--- config.mk ---
export PLATFORM = sky130hd
export DESIGN_NAME = bcd_calendar_counter_flat
export DESIGN_NICKNAME = d
export VERILOG_FILES = /design/src/rtl/bcd_calendar_counter_if.sv /design/src/rtl/bcd_calendar_counter.sv /design/src/flat_wrapper.sv
export SDC_FILE = /design/constraint.sdc
export NUM_CORES = 1
export LEC_CHECK = 0
export CORE_ASPECT_RATIO = 1.75
export CORE_MARGIN = 2
export CORE_UTILIZATION = 42
export CTS_BUF_LIST = sky130_fd_sc_hd__clkbuf_16
export DETAILED_ROUTE_END_ITERATION = 8
export MAX_ROUTING_LAYER = met4
export PLACE_DENSITY = 0.8
export SYNTH_ARGS = -nofsm -noshare
export SYNTH_HDL_FRONTEND = slang
export SYNTH_SLANG_ARGS = --single-unit
--- constraint.sdc ---
create_clock -name clock -period 5.6 [get_ports clock]
set_input_delay 1.12 -clock clock [delete_from_list [all_inputs] [get_ports clock]]
set_output_delay 1.12 -clock clock [all_outputs]
set_load 0.01 [all_outputs]
--- src/rtl/bcd_calendar_counter_if.sv ---
// rtl/bcd_calendar_counter_if.sv - control, load and display signals of the BCD calendar counter
interface bcd_calendar_counter_if;
    logic       tick_en;
    logic       mode_12h;
    logic       load;
    logic [7:0] ld_sec;
    logic [7:0] ld_min;
    logic [7:0] ld_hour;
    logic [7:0] ld_day;
    logic [7:0] ld_month;
    logic [7:0] ld_year;
    logic [7:0] sec;
    logic [7:0] min;
    logic [7:0] hour;
    logic [7:0] day;
    logic [7:0] month;
    logic [7:0] year;
    logic       pm;
    logic [4:0] day_bin;
    logic       sec_tick;
    logic       min_tick;
    logic       hour_tick;
    logic       day_tick;
    logic       year_tick;
    logic       load_err;

    modport master (
        output tick_en, mode_12h, load,
        output ld_sec, ld_min, ld_hour, ld_day, ld_month, ld_year,
        input  sec, min, hour, day, month, year, pm, day_bin,
        input  sec_tick, min_tick, hour_tick, day_tick, year_tick, load_err
    );

    modport slave (
        input  tick_en, mode_12h, load,
        input  ld_sec, ld_min, ld_hour, ld_day, ld_month, ld_year,
        output sec, min, hour, day, month, year, pm, day_bin,
        output sec_tick, min_tick, hour_tick, day_tick, year_tick, load_err
    );
endinterface

--- src/rtl/bcd_calendar_counter.sv ---
// rtl/bcd_calendar_counter.sv - BCD time-of-day and calendar counter with prescaler, load and 12h display
module bcd_calendar_counter #(
    parameter int unsigned PRESCALE   = 1,
    parameter logic [7:0]  RESET_YEAR = 8'h00,
    parameter bit          LEAP_EN    = 1'b1
) (
    input  logic                   clock,
    input  logic                   reset,
    bcd_calendar_counter_if.slave  bus
);
    localparam int unsigned    PW            = (PRESCALE > 1) ? $clog2(PRESCALE) : 1;
    localparam logic [PW-1:0]  PRESCALE_LAST = PW'(PRESCALE - 1);

    function automatic logic [7:0] bcd_inc(input logic [7:0] v);
        if (v[3:0] == 4'd9) return {v[7:4] + 4'd1, 4'd0};
        return {v[7:4], v[3:0] + 4'd1};
    endfunction

    // year%4==0 straight from the digits: 10*t+u is a multiple of 4 iff (2t+u)%4==0
    function automatic logic leap_year(input logic [7:0] y);
        if (!LEAP_EN) return 1'b0;
        if (y[4]) return (y[3:0] == 4'd2) || (y[3:0] == 4'd6);
        return (y[3:0] == 4'd0) || (y[3:0] == 4'd4) || (y[3:0] == 4'd8);
    endfunction

    function automatic logic [7:0] month_len(input logic [7:0] m, input logic [7:0] y);
        case (m)
            8'h02:                      return leap_year(y) ? 8'h29 : 8'h28;
            8'h04, 8'h06, 8'h09, 8'h11: return 8'h30;
            default:                    return 8'h31;
        endcase
    endfunction

    function automatic logic bcd_ok(input logic [7:0] v);
        return (v[7:4] <= 4'd9) && (v[3:0] <= 4'd9);
    endfunction

    function automatic logic [4:0] bcd_to_bin(input logic [7:0] v);
        return 5'(v[7:4]) * 5'd10 + 5'(v[3:0]);
    endfunction

    logic [7:0]    sec_q, sec_d, min_q, min_d, hour_q, hour_d;
    logic [7:0]    day_q, day_d, month_q, month_d, year_q, year_d;
    logic [4:0]    day_bin_q, day_bin_d;
    logic [PW-1:0] presc_q, presc_d;
    logic          adv_q, adv_d;
    logic          sec_tick_q, sec_tick_d, min_tick_q, min_tick_d;
    logic          hour_tick_q, hour_tick_d, day_tick_q, day_tick_d;
    logic          year_tick_q, year_tick_d, load_err_q, load_err_d;
    logic          ld_ok;
    logic [7:0]    hour_disp;

    always_comb begin
        ld_ok = bcd_ok(bus.ld_sec) && bcd_ok(bus.ld_min) && bcd_ok(bus.ld_hour) &&
                bcd_ok(bus.ld_day) && bcd_ok(bus.ld_month) && bcd_ok(bus.ld_year) &&
                (bus.ld_sec <= 8'h59) && (bus.ld_min <= 8'h59) && (bus.ld_hour <= 8'h23) &&
                (bus.ld_month >= 8'h01) && (bus.ld_month <= 8'h12) && (bus.ld_day >= 8'h01) &&
                (bus.ld_day <= month_len(bus.ld_month, bus.ld_year));
    end

    // adv_q holds the second advance earned by the last prescaler wrap
    always_comb begin
        sec_d       = sec_q;
        min_d       = min_q;
        hour_d      = hour_q;
        day_d       = day_q;
        month_d     = month_q;
        year_d      = year_q;
        presc_d     = presc_q;
        adv_d       = adv_q;
        sec_tick_d  = 1'b0;
        min_tick_d  = 1'b0;
        hour_tick_d = 1'b0;
        day_tick_d  = 1'b0;
        year_tick_d = 1'b0;
        load_err_d  = 1'b0;
        if (bus.load) begin
            if (ld_ok) begin
                sec_d   = bus.ld_sec;
                min_d   = bus.ld_min;
                hour_d  = bus.ld_hour;
                day_d   = bus.ld_day;
                month_d = bus.ld_month;
                year_d  = bus.ld_year;
                presc_d = '0;
                adv_d   = 1'b0;
            end else begin
                load_err_d = 1'b1;
            end
        end else begin
            if (adv_q) begin
                adv_d      = 1'b0;
                sec_tick_d = 1'b1;
                if (sec_q == 8'h59) begin
                    sec_d      = 8'h00;
                    min_tick_d = 1'b1;
                    if (min_q == 8'h59) begin
                        min_d       = 8'h00;
                        hour_tick_d = 1'b1;
                        if (hour_q == 8'h23) begin
                            hour_d     = 8'h00;
                            day_tick_d = 1'b1;
                            if (day_q == month_len(month_q, year_q)) begin
                                day_d = 8'h01;
                                if (month_q == 8'h12) begin
                                    month_d     = 8'h01;
                                    year_tick_d = 1'b1;
                                    year_d      = (year_q == 8'h99) ? 8'h00 : bcd_inc(year_q);
                                end else begin
                                    month_d = bcd_inc(month_q);
                                end
                            end else begin
                                day_d = bcd_inc(day_q);
                            end
                        end else begin
                            hour_d = bcd_inc(hour_q);
                        end
                    end else begin
                        min_d = bcd_inc(min_q);
                    end
                end else begin
                    sec_d = bcd_inc(sec_q);
                end
            end
            if (bus.tick_en) begin
                if (presc_q == PRESCALE_LAST) begin
                    presc_d = '0;
                    adv_d   = 1'b1;
                end else begin
                    presc_d = presc_q + PW'(1);
                end
            end
        end
        day_bin_d = bcd_to_bin(day_d);
    end

    always_ff @(posedge clock) begin
        if (reset) begin
            sec_q       <= 8'h00;
            min_q       <= 8'h00;
            hour_q      <= 8'h00;
            day_q       <= 8'h01;
            month_q     <= 8'h01;
            year_q      <= RESET_YEAR;
            day_bin_q   <= 5'd1;
            presc_q     <= '0;
            adv_q       <= 1'b0;
            sec_tick_q  <= 1'b0;
            min_tick_q  <= 1'b0;
            hour_tick_q <= 1'b0;
            day_tick_q  <= 1'b0;
            year_tick_q <= 1'b0;
            load_err_q  <= 1'b0;
        end else begin
            sec_q       <= sec_d;
            min_q       <= min_d;
            hour_q      <= hour_d;
            day_q       <= day_d;
            month_q     <= month_d;
            year_q      <= year_d;
            day_bin_q   <= day_bin_d;
            presc_q     <= presc_d;
            adv_q       <= adv_d;
            sec_tick_q  <= sec_tick_d;
            min_tick_q  <= min_tick_d;
            hour_tick_q <= hour_tick_d;
            day_tick_q  <= day_tick_d;
            year_tick_q <= year_tick_d;
            load_err_q  <= load_err_d;
        end
    end

    // 12h view: 13-19 drop ten and two, 20-21 become 08-09, 22-23 become 10-11
    always_comb begin
        if (!bus.mode_12h)             hour_disp = hour_q;
        else if (hour_q == 8'h00)      hour_disp = 8'h12;
        else if (hour_q <= 8'h12)      hour_disp = hour_q;
        else if (hour_q[7:4] == 4'd1)  hour_disp = {4'd0, hour_q[3:0] - 4'd2};
        else if (hour_q[3:0] < 4'd2)   hour_disp = {4'd0, hour_q[3:0] + 4'd8};
        else                           hour_disp = {4'd1, hour_q[3:0] - 4'd2};
    end

    assign bus.sec       = sec_q;
    assign bus.min       = min_q;
    assign bus.hour      = hour_disp;
    assign bus.day       = day_q;
    assign bus.month     = month_q;
    assign bus.year      = year_q;
    assign bus.pm        = (hour_q >= 8'h12);
    assign bus.day_bin   = day_bin_q;
    assign bus.sec_tick  = sec_tick_q;
    assign bus.min_tick  = min_tick_q;
    assign bus.hour_tick = hour_tick_q;
    assign bus.day_tick  = day_tick_q;
    assign bus.year_tick = year_tick_q;
    assign bus.load_err  = load_err_q;
endmodule

--- src/flat_wrapper.sv ---
// flat-port wrapper written by rule: the top's interface ports become plain ports
module bcd_calendar_counter_flat 
#(
    parameter int unsigned PRESCALE   = 1,
    parameter logic [7:0]  RESET_YEAR = 8'h00,
    parameter bit          LEAP_EN    = 1'b1
)
  (clock, reset, bus_tick_en, bus_mode_12h, bus_load, bus_ld_sec, bus_ld_min, bus_ld_hour, bus_ld_day, bus_ld_month, bus_ld_year, bus_sec, bus_min, bus_hour, bus_day, bus_month, bus_year, bus_pm, bus_day_bin, bus_sec_tick, bus_min_tick, bus_hour_tick, bus_day_tick, bus_year_tick, bus_load_err);
  bcd_calendar_counter_if bus_i ();
  input  logic clock;
  input  logic reset;
  input wire logic [$bits(bus_i.tick_en)-1:0] bus_tick_en;
  input wire logic [$bits(bus_i.mode_12h)-1:0] bus_mode_12h;
  input wire logic [$bits(bus_i.load)-1:0] bus_load;
  input wire logic [$bits(bus_i.ld_sec)-1:0] bus_ld_sec;
  input wire logic [$bits(bus_i.ld_min)-1:0] bus_ld_min;
  input wire logic [$bits(bus_i.ld_hour)-1:0] bus_ld_hour;
  input wire logic [$bits(bus_i.ld_day)-1:0] bus_ld_day;
  input wire logic [$bits(bus_i.ld_month)-1:0] bus_ld_month;
  input wire logic [$bits(bus_i.ld_year)-1:0] bus_ld_year;
  output wire logic [$bits(bus_i.sec)-1:0] bus_sec;
  output wire logic [$bits(bus_i.min)-1:0] bus_min;
  output wire logic [$bits(bus_i.hour)-1:0] bus_hour;
  output wire logic [$bits(bus_i.day)-1:0] bus_day;
  output wire logic [$bits(bus_i.month)-1:0] bus_month;
  output wire logic [$bits(bus_i.year)-1:0] bus_year;
  output wire logic [$bits(bus_i.pm)-1:0] bus_pm;
  output wire logic [$bits(bus_i.day_bin)-1:0] bus_day_bin;
  output wire logic [$bits(bus_i.sec_tick)-1:0] bus_sec_tick;
  output wire logic [$bits(bus_i.min_tick)-1:0] bus_min_tick;
  output wire logic [$bits(bus_i.hour_tick)-1:0] bus_hour_tick;
  output wire logic [$bits(bus_i.day_tick)-1:0] bus_day_tick;
  output wire logic [$bits(bus_i.year_tick)-1:0] bus_year_tick;
  output wire logic [$bits(bus_i.load_err)-1:0] bus_load_err;
  assign bus_i.tick_en = bus_tick_en;
  assign bus_i.mode_12h = bus_mode_12h;
  assign bus_i.load = bus_load;
  assign bus_i.ld_sec = bus_ld_sec;
  assign bus_i.ld_min = bus_ld_min;
  assign bus_i.ld_hour = bus_ld_hour;
  assign bus_i.ld_day = bus_ld_day;
  assign bus_i.ld_month = bus_ld_month;
  assign bus_i.ld_year = bus_ld_year;
  assign bus_sec = bus_i.sec;
  assign bus_min = bus_i.min;
  assign bus_hour = bus_i.hour;
  assign bus_day = bus_i.day;
  assign bus_month = bus_i.month;
  assign bus_year = bus_i.year;
  assign bus_pm = bus_i.pm;
  assign bus_day_bin = bus_i.day_bin;
  assign bus_sec_tick = bus_i.sec_tick;
  assign bus_min_tick = bus_i.min_tick;
  assign bus_hour_tick = bus_i.hour_tick;
  assign bus_day_tick = bus_i.day_tick;
  assign bus_year_tick = bus_i.year_tick;
  assign bus_load_err = bus_i.load_err;
  bcd_calendar_counter #(.PRESCALE(PRESCALE), .RESET_YEAR(RESET_YEAR), .LEAP_EN(LEAP_EN)) u_core (.clock(clock), .reset(reset), .bus(bus_i));
endmodule
==> results of run 1 <==
-- cell type report --
type	instances	area (sq um)
fillers	975	4580
multi-input cells	468	3020
repair buffers	130	1250
flip-flops and latches	59	1180
clock buffers	9	225
well taps	130	163
inverters	35	131
clock inverters	6	25.0
-- layout by cell type, fill, tap and decap left out, types with 7 or more instances in the layout --
cell type	synthesis	layout
nor3b_1	7	7
a21oi_1	51	50
clkdlybuf4s50_1	0	110
clkbuf_16	0	9
buf_4	4	18
mux2i_1	7	7
or3_1	8	8
nand3_1	19	19
a211oi_1	21	21
o31ai_1	9	9
a22oi_1	7	7
and3_1	10	10
nor2_1	54	54
a31oi_1	8	8
nand2_1	53	53
ha_1	25	25
inv_1	33	34
nor3_1	18	18
o21ai_0	53	52
dfxtp_1	59	59
-- how the worst max path moves through the flow --
| stage | end | depth (start not counted) | from | slack, ns |
|---|---|---|---|---|
| final | u_core.bus.day_bin[4] | 21 | bus_ld_month[4] | 0.29 |
| after global routing | u_core.bus.day_bin[4] | 22 | bus_ld_month[4] | -0.05 |
| after CTS | u_core.bus.day_bin[4] | 20 | bus_ld_month[4] | 0.03 |
| after detailed placement | u_core.bus.day_bin[4] | 20 | bus_ld_month[4] | -0.31 |
| after global placement | u_core.bus.day_bin[4] | 20 | bus_ld_month[4] | -0.06 |
| after floorplan | u_core.bus.day_bin[4] | 19 | bus_ld_month[4] | 0.59 |
-- timing repair --
item | 4_1_cts | 5_1_grt
resized for setup | 0 | 6
endpoints found under the setup margin | 0 | 1
buffers inserted | 0 | 0
endpoints found under the hold margin | 0 | 0
-- worst register-to-register path, cell delays in order, from the launching register on --
cell,delay (ns)
dfxtp_1,0.45
ha_1,0.24
nand2_1,0.07
o32a_1,0.30
a2bb2oi_1,0.14
or3_1,0.35
a21oi_1,0.65
or3_1,0.23
nand3_1,0.13
ha_1,0.33
ha_1,0.30
a21oi_1,0.17
xnor2_1,0.17
xnor2_1,0.13
or4_1,0.42
nand2_1,0.08
-- registers in the layout (all words and copies together) (netlist names), 5 cells and up --
register	count
u_core.bus.sec	8
u_core.hour_q	8
u_core.bus.min	8
u_core.bus.month	8
u_core.bus.day	7
u_core.bus.year	8
u_core.bus.day_bin	5
-- layer usage --
metal | vias up | global-route usage | wire length (um)
met3 | 74 | 0.0359 | 860
met5 | - | - | 0
met4 | 0 | 0.178 | 908
met2 | 247 | 0.457 | 7950
li1 | 2409 | - | -
met1 | 2446 | 0.281 | 5490
-- report_power, final --
group,internal (mW),total (mW),switching [mW]
Clock,0.288,0.478,0.190
Sequential,0.428,0.439,0.0117
Combinational,0.0889,0.185,0.0965
Total,0.805,1.10,0.298
-- through the flow --
stage                     hold WS [ns]  setup TNS (ns)
after floorplan                  0.509               0
after global placement           0.508         -0.0621
after detailed placement         0.520          -0.307
after CTS                        0.527               0
after global routing             0.561         -0.0549
final                            0.531               0
-- kinds of logic after synthesis --
group | after synthesis
AO/OA/AOI/OAI | 202
XOR/XNOR | 7
adder cells (fa/ha/maj) | 26
buffers and inverters | 66
flip-flops | 59
multiplexers | 7
AND/OR/NAND/NOR | 226
==> flow_metrics.env, run 1 <==
export IMPL_status="completed"
export IMPL_hold_viol_final=0
export IMPL_synthMuxAreaShare=0.0156
export IMPL_vias=5176
export IMPL_hold_end="u_core.bus.month[6]"
export IMPL_htreeDepth=3
export IMPL_place_congestion=0.957
export IMPL_cts_hold_buf=0
export IMPL_hold_depth=2
export IMPL_synth_xor_area_frac=0.0136
export IMPL_async_flop_share=0
export IMPL_yosysWarningCount=0
export IMPL_clk_path_buf_depth=2
export IMPL_arrival_ns=5.59
export IMPL_p_leak_nw=2.21
export IMPL_worstPathCellList="clkdlybuf4s50_1, or4_4, nor4_2, nand2_1, nor2_1, a21oi_1, ha_1, nand3_1, o221ai_2, a41oi_1, and2_1, o32a_1, or2_2, inv_1, ha_1, a21o_1, a21oi_1, xnor2_1, xnor2_1, or4_1, nand2_1"
export IMPL_final_max_slew_violation_count=0
export IMPL_core_area_sq_um=10600
export IMPL_crit_family="simple AND/OR/NAND/NOR gates"
export IMPL_synthAdderAreaFrac=0.0739
export IMPL_dp_cells=822
export IMPL_power_mw=1.10
export IMPL_tightest_slew_ns=1.15
export IMPL_drt_first_pass_iters=5
export IMPL_cts_buffers=9
export IMPL_clkTransAtPathRegs_ns=0.05
export IMPL_syn_inst=593
export IMPL_synth_nets=672
export IMPL_grt_usage=0.270
export IMPL_wirelength_mm=15.2
export IMPL_min_path_type="reg2reg"
export IMPL_synth_most_common_cell="dfxtp_1"
export IMPL_synth_compound_area_frac=0.291
export IMPL_synth_common_cells="dfxtp_1 (59), nor2_1 (54), nand2_1 (53), o21ai_0 (53), a21oi_1 (51)"
export IMPL_max_slew_margin=0.221
export IMPL_drc=0
export IMPL_seq_area_frac_synth=0.262
export IMPL_critPathMaxFanout=3
export IMPL_yosys_area_top_type="dfxtp_1"
export IMPL_die_w_um=82.3
export IMPL_worstReg2RegStart="u_core.bus.month[4]"
export IMPL_rows=50
export IMPL_ys_types=76
export IMPL_cp_data_required_time_ns=5.88
export IMPL_avgSynthCellArea_sq_um=7.60
export IMPL_cts_root_buf="clkbuf_16"
export IMPL_utilization=0.567
export IMPL_rr_endpoint="u_core.bus.day_bin[4]"
export IMPL_portBuffers=112
export IMPL_drt_initial_drc_count=462
export IMPL_clkLatencyLatePin_ns=0.33
export IMPL_critical_path_max_stage_delay_ns=0.57
export IMPL_syn2layout_area_growth_pct=33.1
export IMPL_reg2reg_setup_slack_ns=1.39
export IMPL_synth_edf_count=0
export IMPL_synth_seq_cells=59
export IMPL_io_pins=113
export IMPL_ys_flop_type="dfxtp_1"
export IMPL_die_height_um=141
export IMPL_final_area_sq_um=5990
export IMPL_crit_type="in2reg"
export IMPL_grt_max_degree=84
export IMPL_powerDensity_nw_per_um2=184
export IMPL_die_area_sq_um=11600
export IMPL_antenna_found_initial=0
export IMPL_initial_core_util=0.426
export IMPL_clock_skew_final_ns=0.00604
export IMPL_period_share=0.949
export IMPL_synth_top_area_frac=0.262
export IMPL_cts_tree="built"
export IMPL_vdd_drop_max_uv=155
export IMPL_fmaxAchievable_mhz=188
export IMPL_grt_remaining_overflow=0
export IMPL_crit_buf_inv=2
export IMPL_clock_sinks=59
export IMPL_fin_nets=782
export IMPL_synth_top_family_by_area="compound AO/OA/AOI/OAI gates"
export IMPL_dpl_cell_area_sq_um=5720
export IMPL_worst_setup_path_start_kind="input port"
export IMPL_drtAntennaViolNets=0
export IMPL_grt_pass1_vias=5040
export IMPL_n_antenna_cell=0
export IMPL_dpl_hpwl_mm=11.5
export IMPL_worstRegToRegCells=15
export IMPL_drive_gt1_frac=0.0891
export IMPL_setup_viol=0
export IMPL_grt_pass1_wl_mm=23.9
export IMPL_stdcell_count=837
export IMPL_dp_slack_ns=-0.307
export IMPL_yosys_area_share_simple=0.272
export IMPL_cap_violations=0
export IMPL_slowest_stage="or4_4"
export IMPL_wl_per_cell_um=18.2
export IMPL_hold_start="u_core.bus.month[6]"
export IMPL_avgViaCountPerCell=6.18
export IMPL_yosys_top_cells_area="dfxtp_1 (26%), ha_1 (6.9%), o21ai_0 (5.9%), a21oi_1 (5.7%), nor2_1 (4.5%)"
export IMPL_worst_slack_ns=0.287
export IMPL_end_kind="flop"
export IMPL_period_needed_ns=5.31
export IMPL_netlist_area_sq_um=4500
Power figures use the tool's default switching activity.
==> run 2, diff against run 1 <==
- REMOVE_ABC_BUFFERS: default -> 1
==> run 2 against run 1 <==
  * Clock-buffer cell count is the same
  * Hold slack gained 0.0015 ns
  * Design area grew 2.8%
  * First-iteration DRC count grew 12%
  * Critical path depth grew 3
  * Combinational power is essentially flat
  * Power grew 9.9%
  * Global-route usage grew 0.35 points
  * Sequential cell count is the same
  * Wire length shrank 0.80%
  * Cell count grew 1.6%
  * Critical path type unchanged
  * Critical endpoint unchanged
  * Largest cell class unchanged
  * Largest power group unchanged
  * Highest routed layer unchanged
==> flow_metrics.env, run 2 (synthesis results as in run 1) <==
export IMPL_status="completed"
export IMPL_rows=50
export IMPL_io_pins=113
export IMPL_syn2layout_area_growth_pct=36.8
export IMPL_grt_pass1_wl_mm=24.2
export IMPL_ff_latch_area_sq_um=1180
export IMPL_slowest_stage="or4_4"
export IMPL_period_needed_ns=5.36
export IMPL_clkLatencyLatePin_ns=0.34
export IMPL_final_area_sq_um=6160
export IMPL_core_area_sq_um=10600
export IMPL_max_slew_margin=0.165
export IMPL_cts_tree="built"
export IMPL_vdd_drop_max_uv=183
export IMPL_place_congestion=0.936
export IMPL_cap_violations=0
export IMPL_drtAntennaViolNets=0
export IMPL_use_met1=0.290
export IMPL_cts_buffers=9
export IMPL_dpl_hpwl_mm=11.3
export IMPL_power_mw=1.21
export IMPL_portBuffers=112
export IMPL_grt_remaining_overflow=0
export IMPL_worst_setup_path_start_kind="input port"
export IMPL_die_w_um=82.3
export IMPL_vias=5111
export IMPL_htreeDepth=3
export IMPL_dp_cells=833
export IMPL_cpMostUsedCell="a21oi_1"
export IMPL_crit_family="simple AND/OR/NAND/NOR gates"
export IMPL_drive_gt1_frac=0.110
export IMPL_cts_root_buf="clkbuf_16"
export IMPL_grt_pass1_vias=5083
export IMPL_final_cell_mix="clkdlybuf4s50_1 (109), dfxtp_1 (59), nor2_1 (54)"
export IMPL_clock_skew_final_ns=0.0107
export IMPL_fin_nets=794
export IMPL_critPathMaxFanout=5
export IMPL_die_height_um=141
export IMPL_nFillCells=949
export IMPL_final_common_cell="clkdlybuf4s50_1"
export IMPL_powerDensity_nw_per_um2=197
export IMPL_wirelength_mm=15.1
export IMPL_period_share=0.957
export IMPL_cp_data_required_time_ns=5.88
export IMPL_use_met2=0.461
export IMPL_drt_initial_drc_count=519
export IMPL_final_max_slew_violation_count=0
export IMPL_clock_sinks=59
export IMPL_p_leak_nw=2.30
export IMPL_clkTransAtPathRegs_ns=0.05
export IMPL_busiest_layer="met2"
export IMPL_stdcell_count=850
export IMPL_clk_path_buf_depth=2
export IMPL_initial_core_util=0.426
export IMPL_grt_usage=0.273
export IMPL_grt_max_degree=84
export IMPL_antenna_found_initial=0
export IMPL_fmaxAchievable_mhz=187
export IMPL_dpl_cell_area_sq_um=5800
export IMPL_end_kind="flop"
export IMPL_wl_per_cell_um=17.8
export IMPL_arrival_ns=5.64
export IMPL_hold_viol_final=0
export IMPL_drt_first_pass_iters=7
export IMPL_min_path_type="reg2reg"
export IMPL_grt_use_met3=0.0391
export IMPL_crit_type="in2reg"
export IMPL_tightest_slew_ns=1.24
export IMPL_multiInputGateArea_sq_um=3040
export IMPL_crit_buf_inv=3
export IMPL_die_area_sq_um=11600
export IMPL_rsz0062_at_grt="false"
export IMPL_critical_path_max_stage_delay_ns=0.54
export IMPL_cts_hold_buf=0
export IMPL_worstPathCellList="clkdlybuf4s50_1, or4_4, nor4_4, buf_4, nand2_1, nor2_1, a21oi_1, ha_1, nor4b_2, nor2_1, o221ai_2, buf_4, and2_2, and3_1, or3_1, o21ai_0, a21oi_1, ha_2, a21o_1, a21oi_1, xnor2_1, xnor2_1, or4_1, nand2_1"
export IMPL_drc=0
export IMPL_avgViaCountPerCell=6.01
export IMPL_n_antenna_cell=0
export IMPL_setup_viol=0
[run 2: layout make-up]
cell class	count	share of cell area
clock buffer	9	0.0366
clock inverter	7	0.0136
inverter	35	0.0213
multi-input combinational	468	0.493
sequential	59	0.192
tap	130	0.0264
timing repair buffer	142	0.217
[run 2: layer usage]
metal | share of wire | wire length, um
met2 | 0.52 | 7900
met5 | 0 | 0
met1 | 0.37 | 5610
met3 | 0.055 | 823
met4 | 0.050 | 761
[run 2: power by group]
group	internal [mW]	leakage [nW]	switching (mW)
logic	0.0914	1.67	0.0963
clock network	0.383	0.152	0.202
registers	0.427	0.478	0.0120
total	0.902	2.30	0.310
[run 2: worst paths after layout]
| path | startpoint | to | slack, ns | depth (start not counted) |
|---|---|---|---|---|
| setup reg to reg | u_core.bus.month[4] | u_core.bus.day_bin[4] | 1.54 | 15 |
| hold reg to reg | u_core.bus.month[6] | u_core.bus.month[6] | 0.53 | 2 |
| setup / recovery | bus_ld_month[0] | u_core.bus.day_bin[4] | 0.24 | 24 |
| hold / removal | u_core.bus.month[6] | u_core.bus.month[6] | 0.53 | 2 |
[run 2: repair_timing]
action / in CTS / in global routing
gates resized for setup: 0 / 10
buffers inserted: 0 / 1
setup endpoints to repair: 0 / 1
[run 2: worst min-delay path, cell delays in order, from the launching register on]
cell and delay [ns]:
dfxtp_1 0.35, o31ai_1 0.08, a21oi_1 0.06
[run 2: stage by stage]
stage          TNS, ns  setup slack (ns)  utilization  hold WS (ns)
6_report             0             0.240        0.583         0.532
5_1_grt              0            0.0357        0.583         0.572
4_1_cts              0            0.0676        0.578         0.529
3_5_place_dp    -0.243            -0.243        0.549         0.521
3_3_place_gp    -0.173            -0.173        0.549         0.510
2_1_floorplan        0             0.586            -         0.509
==> run 3, diff against run 2 <==
- CTS_CLUSTER_SIZE: default -> 10
==> results of run 3 <==
Final layout, timing and power as in run 2 (identical DEF).
